$ cat src/rtl/e_nested_split_pkg.sv
// Shared types for the eNestedSt receive-side splitter: record layout,
// beat payloads, readiness flag and splitter FSM encoding.
package e_nested_split_pkg;

  localparam int JOE_CNT = 2;

  typedef logic [6:0] dSt;
  typedef logic [4:0] seeSt;

  // variablea sits in the MSB, joe[0] in the LSBs.
  typedef struct packed {
    logic                 variablea;
    dSt                   bob;
    seeSt [JOE_CNT-1:0]   joe;
  } eNestedSt;

  typedef enum logic {
    READY_NO  = 1'b0,
    READY_YES = 1'b1
  } readyT;

  typedef enum logic [1:0] {
    IDLE    = 2'd0,
    SEND_D  = 2'd1,
    SEND_C0 = 2'd2,
    SEND_C1 = 2'd3
  } splitStateT;

endpackage

$ cat src/rtl/e_nested_split_if.sv
// Record-in / beat-out bundle for the splitter. master is the surrounding
// system (producer plus both consumers), slave is the splitter itself.
interface e_nested_split_if #(
  parameter int CNT_W = 8
);
  import e_nested_split_pkg::*;

  logic             in_valid;
  logic             in_ready;
  eNestedSt         in_data;
  logic             d_valid;
  logic             d_ready;
  dSt               d_data;
  logic             c_valid;
  logic             c_ready;
  seeSt             c_data;
  logic             c_index;
  readyT            status;
  logic [CNT_W-1:0] done_count;

  modport master (
    output in_valid, in_data, d_ready, c_ready,
    input  in_ready, d_valid, d_data, c_valid, c_data, c_index, status, done_count
  );

  modport slave (
    input  in_valid, in_data, d_ready, c_ready,
    output in_ready, d_valid, d_data, c_valid, c_data, c_index, status, done_count
  );

endinterface

$ cat src/rtl/e_nested_split.sv
// Splits one eNestedSt record into a dSt beat followed by two seeSt beats;
// variablea picks which joe element goes first.
module e_nested_split
  import e_nested_split_pkg::*;
#(
  parameter int CNT_W = 8
) (
  input  logic           clk,
  input  logic           rst,
  e_nested_split_if.slave bus
);

  splitStateT       state_q, state_d;
  eNestedSt         hold_q, hold_d;
  dSt               d_data_q, d_data_d;
  seeSt             c_data_q, c_data_d;
  logic             c_index_q, c_index_d;
  logic [CNT_W-1:0] cnt_q, cnt_d;
  logic             in_ready;

  // joe element carried in a given c state: variablea first, its complement second.
  function automatic logic elem_idx(splitStateT st, logic va);
    return (st == SEND_C1) ? ~va : va;
  endfunction

  assign in_ready = (state_q == IDLE) || (state_q == SEND_C1 && bus.c_ready);

  always_comb begin
    state_d   = state_q;
    hold_d    = hold_q;
    d_data_d  = d_data_q;
    c_data_d  = c_data_q;
    c_index_d = c_index_q;
    cnt_d     = cnt_q;
    case (state_q)
      IDLE: begin
        if (bus.in_valid) begin
          hold_d   = bus.in_data;
          d_data_d = bus.in_data.bob;
          state_d  = SEND_D;
        end
      end
      SEND_D: begin
        if (bus.d_ready) begin
          c_index_d = elem_idx(SEND_C0, hold_q.variablea);
          c_data_d  = hold_q.joe[elem_idx(SEND_C0, hold_q.variablea)];
          state_d   = SEND_C0;
        end
      end
      SEND_C0: begin
        if (bus.c_ready) begin
          c_index_d = elem_idx(SEND_C1, hold_q.variablea);
          c_data_d  = hold_q.joe[elem_idx(SEND_C1, hold_q.variablea)];
          state_d   = SEND_C1;
        end
      end
      SEND_C1: begin
        if (bus.c_ready) begin
          cnt_d = cnt_q + CNT_W'(1);
          if (bus.in_valid) begin
            hold_d   = bus.in_data;
            d_data_d = bus.in_data.bob;
            state_d  = SEND_D;
          end else begin
            state_d  = IDLE;
          end
        end
      end
      default: state_d = IDLE;
    endcase
  end

  always_ff @(posedge clk or posedge rst) begin
    if (rst) begin
      state_q   <= IDLE;
      hold_q    <= '0;
      d_data_q  <= '0;
      c_data_q  <= '0;
      c_index_q <= 1'b0;
      cnt_q     <= '0;
    end else begin
      state_q   <= state_d;
      hold_q    <= hold_d;
      d_data_q  <= d_data_d;
      c_data_q  <= c_data_d;
      c_index_q <= c_index_d;
      cnt_q     <= cnt_d;
    end
  end

  assign bus.in_ready   = in_ready;
  assign bus.status     = in_ready ? READY_YES : READY_NO;
  assign bus.d_valid    = (state_q == SEND_D);
  assign bus.c_valid    = (state_q == SEND_C0) || (state_q == SEND_C1);
  assign bus.d_data     = d_data_q;
  assign bus.c_data     = c_data_q;
  assign bus.c_index    = c_index_q;
  assign bus.done_count = cnt_q;

endmodule

$ cat src/flat_wrapper.sv
// flat-port wrapper written by rule: the top's interface ports become plain ports
module e_nested_split_flat import e_nested_split_pkg::*;
#(
  parameter int CNT_W = 8
)
  (clk, rst, bus_in_valid, bus_in_data, bus_d_ready, bus_c_ready, bus_in_ready, bus_d_valid, bus_d_data, bus_c_valid, bus_c_data, bus_c_index, bus_status, bus_done_count);
  e_nested_split_if #(.CNT_W(CNT_W)) bus_i ();
  input  logic clk;
  input  logic rst;
  input wire logic [$bits(bus_i.in_valid)-1:0] bus_in_valid;
  input wire logic [$bits(bus_i.in_data)-1:0] bus_in_data;
  input wire logic [$bits(bus_i.d_ready)-1:0] bus_d_ready;
  input wire logic [$bits(bus_i.c_ready)-1:0] bus_c_ready;
  output wire logic [$bits(bus_i.in_ready)-1:0] bus_in_ready;
  output wire logic [$bits(bus_i.d_valid)-1:0] bus_d_valid;
  output wire logic [$bits(bus_i.d_data)-1:0] bus_d_data;
  output wire logic [$bits(bus_i.c_valid)-1:0] bus_c_valid;
  output wire logic [$bits(bus_i.c_data)-1:0] bus_c_data;
  output wire logic [$bits(bus_i.c_index)-1:0] bus_c_index;
  output wire logic [$bits(bus_i.status)-1:0] bus_status;
  output wire logic [$bits(bus_i.done_count)-1:0] bus_done_count;
  assign bus_i.in_valid = bus_in_valid;
  assign bus_i.in_data = bus_in_data;
  assign bus_i.d_ready = bus_d_ready;
  assign bus_i.c_ready = bus_c_ready;
  assign bus_in_ready = bus_i.in_ready;
  assign bus_d_valid = bus_i.d_valid;
  assign bus_d_data = bus_i.d_data;
  assign bus_c_valid = bus_i.c_valid;
  assign bus_c_data = bus_i.c_data;
  assign bus_c_index = bus_i.c_index;
  assign bus_status = bus_i.status;
  assign bus_done_count = bus_i.done_count;
  e_nested_split #(.CNT_W(CNT_W)) u_core (.clk(clk), .rst(rst), .bus(bus_i));
endmodule
$ cat config.mk
export PLATFORM = sky130hd
export DESIGN_NAME = e_nested_split_flat
export DESIGN_NICKNAME = d
export VERILOG_FILES = /design/src/rtl/e_nested_split_pkg.sv /design/src/rtl/e_nested_split_if.sv /design/src/rtl/e_nested_split.sv /design/src/flat_wrapper.sv
export SDC_FILE = /design/constraint.sdc
export NUM_CORES = 1
export LEC_CHECK = 0
export CORE_ASPECT_RATIO = 1.2
export CORE_UTILIZATION = 49
export DETAILED_ROUTE_END_ITERATION = 8
export HOLD_SLACK_MARGIN = 0.08
export PLACE_DENSITY = 0.85
export SLEW_MARGIN = 20
export SYNTH_ARGS = -nofsm -noshare
export SYNTH_HDL_FRONTEND = slang
export SYNTH_SLANG_ARGS = --single-unit
$ cat constraint.sdc
create_clock -name clk -period 4.1 [get_ports clk]
set_input_delay 0.41 -clock clk [delete_from_list [all_inputs] [get_ports clk]]
set_output_delay 0.41 -clock clk [all_outputs]
set_load 0.1 [all_outputs]
==> out/summary.txt, run 1 <==
Syn Std Cell Area = 1590 µm²
Commonest non-fill, non-tap cells in the layout = 47 x clkdlybuf4s50_1, 34 x dfrtp_1, 10 x mux2_2, 10 x mux2_4, 8 x a21oi_1
Fin util = 71.3%
Setup_tns = 0 ns
Hold bufs inserted after CTS = 0
PortBufs = 47
Remaining DRCs = 0
Die Wd = 54.0 µm
Crit-path cells = ha_1 -> nand2_1 -> nand2b_1 -> clkdlybuf4s50_1
Slew headroom = 33.3%
Critical-path top delay cell = clkdlybuf4s50_1
Synth unique cells = 26
Post-synthesis sequential area ratio = 53.4%
Worst-Margin Slew = 0.997 ns
Number of synthesized register bits = 34
WP data arrival = 2.50 ns
Syn. warnings = 0
Commonest non-fill, non-tap cell in the layout = clkdlybuf4s50_1
Final Worst Setup Slack = 1.19 ns
Avg Cell Area, Syn = 13.5 µm²
Final hold vios = 0
GR Overflow Total = 0
Antenna violations before repair = 0
Reg-to-reg endpoint = u_core.bus.c_index$_DFFE_PP0P_
Post-Syn Nets = 148
Initial core utilization = 51.7%
Post-DRT Antenna Nets = 0
Setup bufs post-CTS = 0
Vias in the first global route = 1151
Post-synthesis cell count = 118
Hold WC Path Type = input pin to asynchronous set/reset pin
Ports = 48
Area of the core = 3080 µm²
Critical path class = register to output port
Final net count = 200
Share of the synthesized area in the top cell type = 53.4%
Crit share post-route = 71.0%
CTS Root Cell = clkbuf_4
Largest cells by area after synthesis = dfrtp_1 53%, mux2_4 9.4%, mux2_2 7.1%, ha_1 5.5%, xnor2_1 3.8%
Row cnt = 22
Die area = 3480 µm²
DR pass1 iterations = 4
DR vias/cell = 5.27
Crit path capture type = output port
Wire per inst = 15.4 µm
Max cap viols = 0
Drt total wl = 3190 µm
Max Fclk = 0.344 GHz
GP Congestion = 0.722
Num CTS Buffers = 5
Reg2reg path depth = 6
Pin count of the biggest net entering global routing = 35
R2r setup slk = 2.14 ns
Chip Height = 64.5 µm
Via Count = 1091
TritonCTS clock tree = yes
Startpoint types = register
Slew Limit Fails = 0
Post-detail-place hpwl = 2290 µm
Synth area leader = dfrtp_1
First-pass GRT wire length = 5120 µm
Final setup fails = 0
Minimum clock period = 2.91 ns
# fillers = 242
Post-CTS sizing = 0
Status = finished, final reports clean
Skew final = 0.00934 ns
Clock Tree Buf Depth = 2
Synth-to-Final Area Change = 38.1%
Ratio of cells with drive above 1 in the final layout = 20.5%
CP peak stage delay = 1.14 ns
Clock Sinks = 34
Worst slack at placement = 1.30 ns
RSZ-0062 raised after global routing = no
Clk slew on worst S/H paths = 0.11 ns
DRT iter0 DRCs = 9
CP required = 3.69 ns
Clock Latency Late Sink = 0.33 ns
Worst Path Max Fanout = 5
Antenna cells = 0
H-tree depth = 2
R2R Path Start = u_core.state_q[0]$_DFFE_PP0P_
Hold WS = 0.459 ns
Gr usage total = 21.0%
Yosys cell counts:
cell / count
o21ai_0: 1
xnor2_1: 7
nor2_1: 7
ha_1: 7
nand2_4: 1
nand4_1: 3
buf_4: 1
and4_1: 1
mux2_2: 10
nor2b_1: 2
xnor2_2: 1
o21ai_1: 1
or2_2: 1
buf_2: 1
buf_8: 1
mux2_4: 10
nor2b_2: 1
nor3_2: 1
dfrtp_1: 34
and3_1: 2
a2111oi_4: 1
mux2i_1: 5
inv_1: 5
nand2b_1: 1
nand2_1: 5
a21oi_1: 8
how the worst max path moves through the flow:
stage / to / from / slack [ns]
2_1_floorplan: bus_status / u_core.state_q[1]$_DFFE_PP0P_ / 1.75
3_3_place_gp: bus_in_ready / bus_c_ready / 1.35
3_5_place_dp: bus_in_ready / bus_c_ready / 1.30
4_1_cts: bus_in_ready / u_core.state_q[0]$_DFFE_PP0P_ / 1.16
5_1_grt: bus_in_ready / u_core.state_q[0]$_DFFE_PP0P_ / 1.08
6_report: bus_in_ready / u_core.state_q[1]$_DFFE_PP0P_ / 1.19
critical path: cells and delay by family, from the launching register on:
family	cells	cell delay (ns)
fa+ha+maj	1	0.29
buf+inv	1	1.14
flops	1	0.44
simple gates	2	0.29
state kept, by name, indices dropped and copies added (netlist names):
signal and flops:
u_core.bus.done_count 8, u_core.bus.d_data 7, u_core.bus.c_data 5, u_core.hold_q 11, u_core.state_q 2, u_core.bus.c_index 1
through the flow:
step / cell area, µm² / cells
global route: 2200 / 207
finish: 2200 / 207
detailed placement: 2090 / 199
floorplan: 1590 / 118
CTS: 2200 / 207
global placement: 2090 / 199
cell families after synthesis:
logic type | after synthesis | share of synthesized area [%]
DFF | 34 | 53.4
muxes | 25 | 19.6
and+or+nand+nor | 25 | 8.80
AOI/OAI and AO/OA | 11 | 4.87
xor gates and xnor gates | 8 | 4.87
buffers and inverters | 8 | 2.91
adders and majority gates | 7 | 5.50
metal layers:
metal | GRT usage (%) | wire length (µm)
met5 | 0 | 0
met4 | 11.2 | 84
met3 | 4.93 | 139
met2 | 34.7 | 1760
met1 | 24.4 | 1200
layout make-up:
type / count / area (µm²) / area share [%]
sequential: 34 / 851 / 38.7
multi-input combinational: 76 / 696 / 31.6
timing repair buffer: 48 / 478 / 21.7
clock inverter: 2 / 60.1 / 2.73
clock buffer: 6 / 51.3 / 2.33
tap: 36 / 45.0 / 2.05
inverter: 5 / 18.8 / 0.853
Power of run 1 is left out: the tool's default activity adds up to more than one toggle a clock period on the data nets, which glitch-free logic cannot reach.
==> inputs of run 2 (changes only) <==
--- a/config.mk
+++ b/config.mk
@@ -6,10 +6,10 @@
 export NUM_CORES = 1
 export LEC_CHECK = 0
 export CORE_ASPECT_RATIO = 1.2
-export CORE_UTILIZATION = 49
+export CORE_UTILIZATION = 46
 export DETAILED_ROUTE_END_ITERATION = 8
 export HOLD_SLACK_MARGIN = 0.08
-export PLACE_DENSITY = 0.85
+export PLACE_DENSITY = 0.81
 export SLEW_MARGIN = 20
 export SYNTH_ARGS = -nofsm -noshare
 export SYNTH_HDL_FRONTEND = slang
==> constraint.sdc (replaced) <==
create_clock -name clk -period 3 [get_ports clk]
set_input_delay 0.3 -clock clk [delete_from_list [all_inputs] [get_ports clk]]
set_output_delay 0.3 -clock clk [all_outputs]
set_load 0.1 [all_outputs]
==> run 2 against run 1 <==
Clock skew decreased by 0.0032 ns. Global-route usage decreased by 3.3 points. Sequential share of layout area increased by 0.79 points. Register-to-register slack got worse by 1.0 ns. Core utilization decreased by 6.2 points. Non-clock buffer count unchanged. Critical path depth decreased by 3. Cell count increased by 0.48%. Flip-flop and latch count unchanged. Hold slack got worse by 0.060 ns. Wire length decreased by 6.4%. Via count decreased by 5.2%.
==> out/summary.txt, run 2 (synthesis results as in run 1) <==
Final net count = 200
H-tree depth = 2
Hold WS = 0.398 ns
Crit path capture type = output port
Setup bufs post-CTS = 0
Hold bufs inserted after CTS = 0
Minimum clock period = 2.08 ns
CP required = 2.70 ns
Antenna violations before repair = 0
Crit path depth = 1
Crit share post-route = 69.3%
Num CTS Buffers = 5
Worst-Margin Slew = 0.977 ns
Area of the core = 3310 µm²
Critical path's top delay family = buffers and inverters
Slew Limit Fails = 0
GR Overflow Total = 0
Top reg by flops = u_core.hold_q
Fin util = 65.1%
Hold WC Path Type = input pin to asynchronous set/reset pin
Post-DRT Antenna Nets = 0
Vias in the first global route = 1041
Setup_tns = 0 ns
Worst Path Max Fanout = 2
Max reg flops = 11
Initial core utilization = 48.1%
CP peak stage delay = 1.14 ns
Critical-path top delay cell = clkdlybuf4s50_1
Wire per inst = 14.4 µm
Ratio of cells with drive above 1 in the final layout = 28.7%
RSZ-0062 raised after global routing = no
Row cnt = 23
Pin count of the biggest net entering global routing = 35
TritonCTS clock tree = yes
Skew final = 0.00612 ns
Chip Height = 66.5 µm
Crit-path cells = clkdlybuf4s50_1
Gr usage total = 17.7%
Final setup fails = 0
Clk slew on worst S/H paths = 0.07 ns
First-pass GRT wire length = 4860 µm
Slew headroom = 34.7%
Max cap viols = 0
Final hold vios = 0
GP Congestion = 0.770
DRT iter0 DRCs = 10
Remaining DRCs = 0
Status = finished, final reports clean
Via Count = 1034
Synth-to-Final Area Change = 35.3%
Clock Sinks = 34
DR pass1 iterations = 4
CTS Root Cell = clkbuf_8
PortBufs = 47
Critical path class = register to output port
Clock Tree Buf Depth = 2
WP data arrival = 1.78 ns
Ports = 48
Drt total wl = 2990 µm
Commonest non-fill, non-tap cells in the layout = 34 x dfrtp_1, 31 x clkdlybuf4s50_1, 17 x buf_4
Antenna cells = 0
Die area = 3700 µm²
Max Fclk = 0.481 GHz
Reg2reg path depth = 6
Worst Path Buf+Inv = 1
DR vias/cell = 4.97
Post-CTS sizing = 0
Clock Latency Late Sink = 0.29 ns
Post-detail-place hpwl = 2220 µm
Die Wd = 55.7 µm
Startpoint types = register
Commonest non-fill, non-tap cell in the layout = dfrtp_1
[run 2: stage by stage]
step / setup slack, ns / cell area [µm²] / cells
global route: 0.873 / 2160 / 208
finish: 0.920 / 2160 / 208
global placement: 1.16 / 2050 / 200
floorplan: 0.765 / 1590 / 118
detailed placement: 1.13 / 2050 / 200
CTS: 0.912 / 2160 / 208
[run 2: area by class of cell]
| cell class | count | area (µm²) |
|---|---|---|
| Fill cell | 248 | 1150 |
| Clock inverter | 1 | 30.0 |
| Clock buffer | 7 | 76.3 |
| Multi-Input combinational cell | 76 | 696 |
| Tap cell | 37 | 46.3 |
| Timing Repair Buffer | 48 | 438 |
| Sequential cell | 34 | 851 |
| Inverter | 5 | 18.8 |
[run 2: layer usage]
| metal | GRT usage (%) | part of all wire, % |
|---|---|---|
| met1 | 20.3 | 43 |
| met4 | 7.81 | 2.0 |
| met5 | 0 | 0 |
| met2 | 30.4 | 51 |
| met3 | 5.44 | 4.1 |
[run 2: worst paths after layout]
kind,from,end,slack [ns]
max,u_core.bus.d_data[5]$_DFFE_PP0P_,bus_d_data[5],0.92
min,rst,u_core.bus.d_data[2]$_DFFE_PP0P_,0.40
max reg2reg,u_core.state_q[0]$_DFFE_PP0P_,u_core.bus.c_data[0]$_DFFE_PP0P_,1.14
min reg2reg,u_core.bus.done_count[7]$_DFFE_PP0P_,u_core.bus.done_count[7]$_DFFE_PP0P_,0.50
max in group asynchronous,rst,u_core.state_q[0]$_DFFE_PP0P_,2.30
min in group clk,u_core.bus.done_count[7]$_DFFE_PP0P_,u_core.bus.done_count[7]$_DFFE_PP0P_,0.50
Power of run 2 is left out for the same reason.
==> inputs of run 3 (changes only) <==
--- a/config.mk
+++ b/config.mk
@@ -6,10 +6,10 @@
 export NUM_CORES = 1
 export LEC_CHECK = 0
 export CORE_ASPECT_RATIO = 1.2
-export CORE_UTILIZATION = 46
+export CORE_UTILIZATION = 42
 export DETAILED_ROUTE_END_ITERATION = 8
 export HOLD_SLACK_MARGIN = 0.08
-export PLACE_DENSITY = 0.81
+export PLACE_DENSITY = 0.78
 export SLEW_MARGIN = 20
 export SYNTH_ARGS = -nofsm -noshare
 export SYNTH_HDL_FRONTEND = slang
==> constraint.sdc (replaced) <==
create_clock -name clk -period 1.78 [get_ports clk]
set_input_delay 0.178 -clock clk [delete_from_list [all_inputs] [get_ports clk]]
set_output_delay 0.178 -clock clk [all_outputs]
set_load 0.1 [all_outputs]
==> run 3 against run 2 <==
Non-clock buffer count is 5 higher. Via count up 5.9%. Clock-buffer cell count is the same. Core utilization is 2.1 points lower. Die area rose by 9.2%. First-iteration DRC count grew to 2.5 times the previous value. Flip-flop and latch count unchanged. Sequential share of layout area shrank 2.1 points. Worst setup slack lost 0.86 ns. Critical path depth is 4 higher. Wire length rose by 6.3%. Critical endpoint is now u_core.hold_q[8]$_DFFE_PP0P_.
==> out/summary.txt, run 3 (synthesis results as in run 1) <==
Crit share post-route = 96.6%
Initial core utilization = 43.8%
CP required = 1.95 ns
Die Wd = 58.2 µm
Clock Latency Late Sink = 0.28 ns
Reg2reg path depth = 5
Top reg by flops = u_core.hold_q
Max Fclk = 0.582 GHz
First-pass GRT wire length = 5290 µm
Clock Sinks = 34
Post-DRT Antenna Nets = 0
GP Congestion = 0.772
WP data arrival = 1.89 ns
Gr usage total = 17.6%
Final setup fails = 0
Final instance area = 2290 µm²
Critical Path Most Common Cell = mux2_2
Via Count = 1095
Antenna cells = 0
R2R Path Start = u_core.state_q[0]$_DFFE_PP0P_
Crit-path cells = buf_4 -> ha_1 -> mux2_2 -> nand2_8 -> mux2_2
DR vias/cell = 4.80
Die area = 4040 µm²
Ports = 48
Hold bufs inserted after CTS = 0
Vias in the first global route = 1182
Final hold vios = 0
Pin count of the biggest net entering global routing = 35
Crit path capture type = register
Final net count = 205
CTS Root Cell = clkbuf_8
Post-detail-place hpwl = 2360 µm
DRT iter0 DRCs = 25
Max reg flops = 11
Reg-to-reg endpoint = u_core.hold_q[8]$_DFFE_PP0P_
Ratio of cells with drive above 1 in the final layout = 39.8%
Slew headroom = 69.0%
Synth-to-Final Area Change = 43.8%
Commonest non-fill, non-tap cell in the layout = dfrtp_1
Cell count after placement = 219
GR Overflow Total = 0
H-tree depth = 2
R2r setup slk = 0.06 ns
Worst-Margin Slew = 0.462 ns
Clk slew on worst S/H paths = 0.07 ns
Num CTS Buffers = 5
Setup_tns = 0 ns
PortBufs = 47
Remaining DRCs = 0
CP peak stage delay = 0.39 ns
RSZ-0062 raised after global routing = no
Drt total wl = 3170 µm
Startpoint types = register
Placed Area = 2160 µm²
Status = finished, final reports clean
Hold WC Path Type = input pin to asynchronous set/reset pin
Critical-path top delay cell = dfrtp_1
Antenna violations before repair = 0
Slew Limit Fails = 0
Clock Tree Buf Depth = 2
Critical path class = register to register
Wire per inst = 13.9 µm
Max cap viols = 0
Chip Height = 69.5 µm
TritonCTS clock tree = yes
Area of the core = 3630 µm²
DR pass1 iterations = 4
Final std cells w/o fill = 228
Minimum clock period = 1.72 ns
Row cnt = 24
Commonest non-fill, non-tap cells in the layout = 31 x dfrtp_1, 26 x buf_4, 22 x clkdlybuf4s50_1
Worst Path Max Fanout = 18
# fillers = 274
Skew final = 0.00365 ns
run 3: final cells by class:
cell class	count	area (µm²)	share of cell area (%)
clock buffers	7	76.3	3.33
clock inverters	1	30.0	1.31
inverters	5	18.8	0.820
repair buffers	53	515	22.5
flip-flops and latches	34	855	37.3
multi-input cells	76	729	31.9
well taps	52	65.1	2.84
run 3: what timing repair did:
| action | CTS | global route |
|---|---|---|
| resized for setup | 2 | 2 |
| endpoints found under the setup margin | 10 | 12 |
| pin swaps | 1 | 1 |
| setup buffers | 0 | 1 |
run 3: how the worst max path moves through the flow:
stage	to	start	slack [ns]	cells after the start
3_3_place_gp	u_core.hold_q[17]$_DFFE_PP0P_	u_core.state_q[0]$_DFFE_PP0P_	0.08	5
5_1_grt	u_core.state_q[0]$_DFFE_PP0P_	u_core.state_q[0]$_DFFE_PP0P_	0.009	6
4_1_cts	u_core.hold_q[17]$_DFFE_PP0P_	u_core.state_q[0]$_DFFE_PP0P_	0.03	5
2_1_floorplan	u_core.bus.d_data[1]$_DFFE_PP0P_	u_core.state_q[0]$_DFFE_PP0P_	0.05	6
6_report	u_core.hold_q[8]$_DFFE_PP0P_	u_core.state_q[0]$_DFFE_PP0P_	0.06	5
3_5_place_dp	u_core.hold_q[8]$_DFFE_PP0P_	u_core.state_q[0]$_DFFE_PP0P_	-0.004	5
run 3: routing by layer:
metal  part of all wire (%)  up-vias  track usage (%)
met5                      0        -                0
met4                    1.7        0             7.14
met3                    4.3        7             6.53
met2                     53       31             30.0
met1                     41      543             19.2
li1                       -      514                -
run 3: stage by stage:
step	hold slack [ns]	util [%]	setup WS, ns
global placement	0.464	59.5	0.0774
floorplan	0.319	-	0.0549
detailed placement	0.480	59.5	-0.00432
finish	0.307	63.0	0.0604
global route	0.342	63.0	0.00850
CTS	0.319	62.7	0.0335
run 3: critical path: cells and delay by family (launching register included):
family        cells  cell delay [ns]
fa+ha+maj         1             0.20
buf+inv           1             0.15
flops             1             0.39
mux               2             0.67
simple gates      1             0.18
Power of run 3 is left out for the same reason.
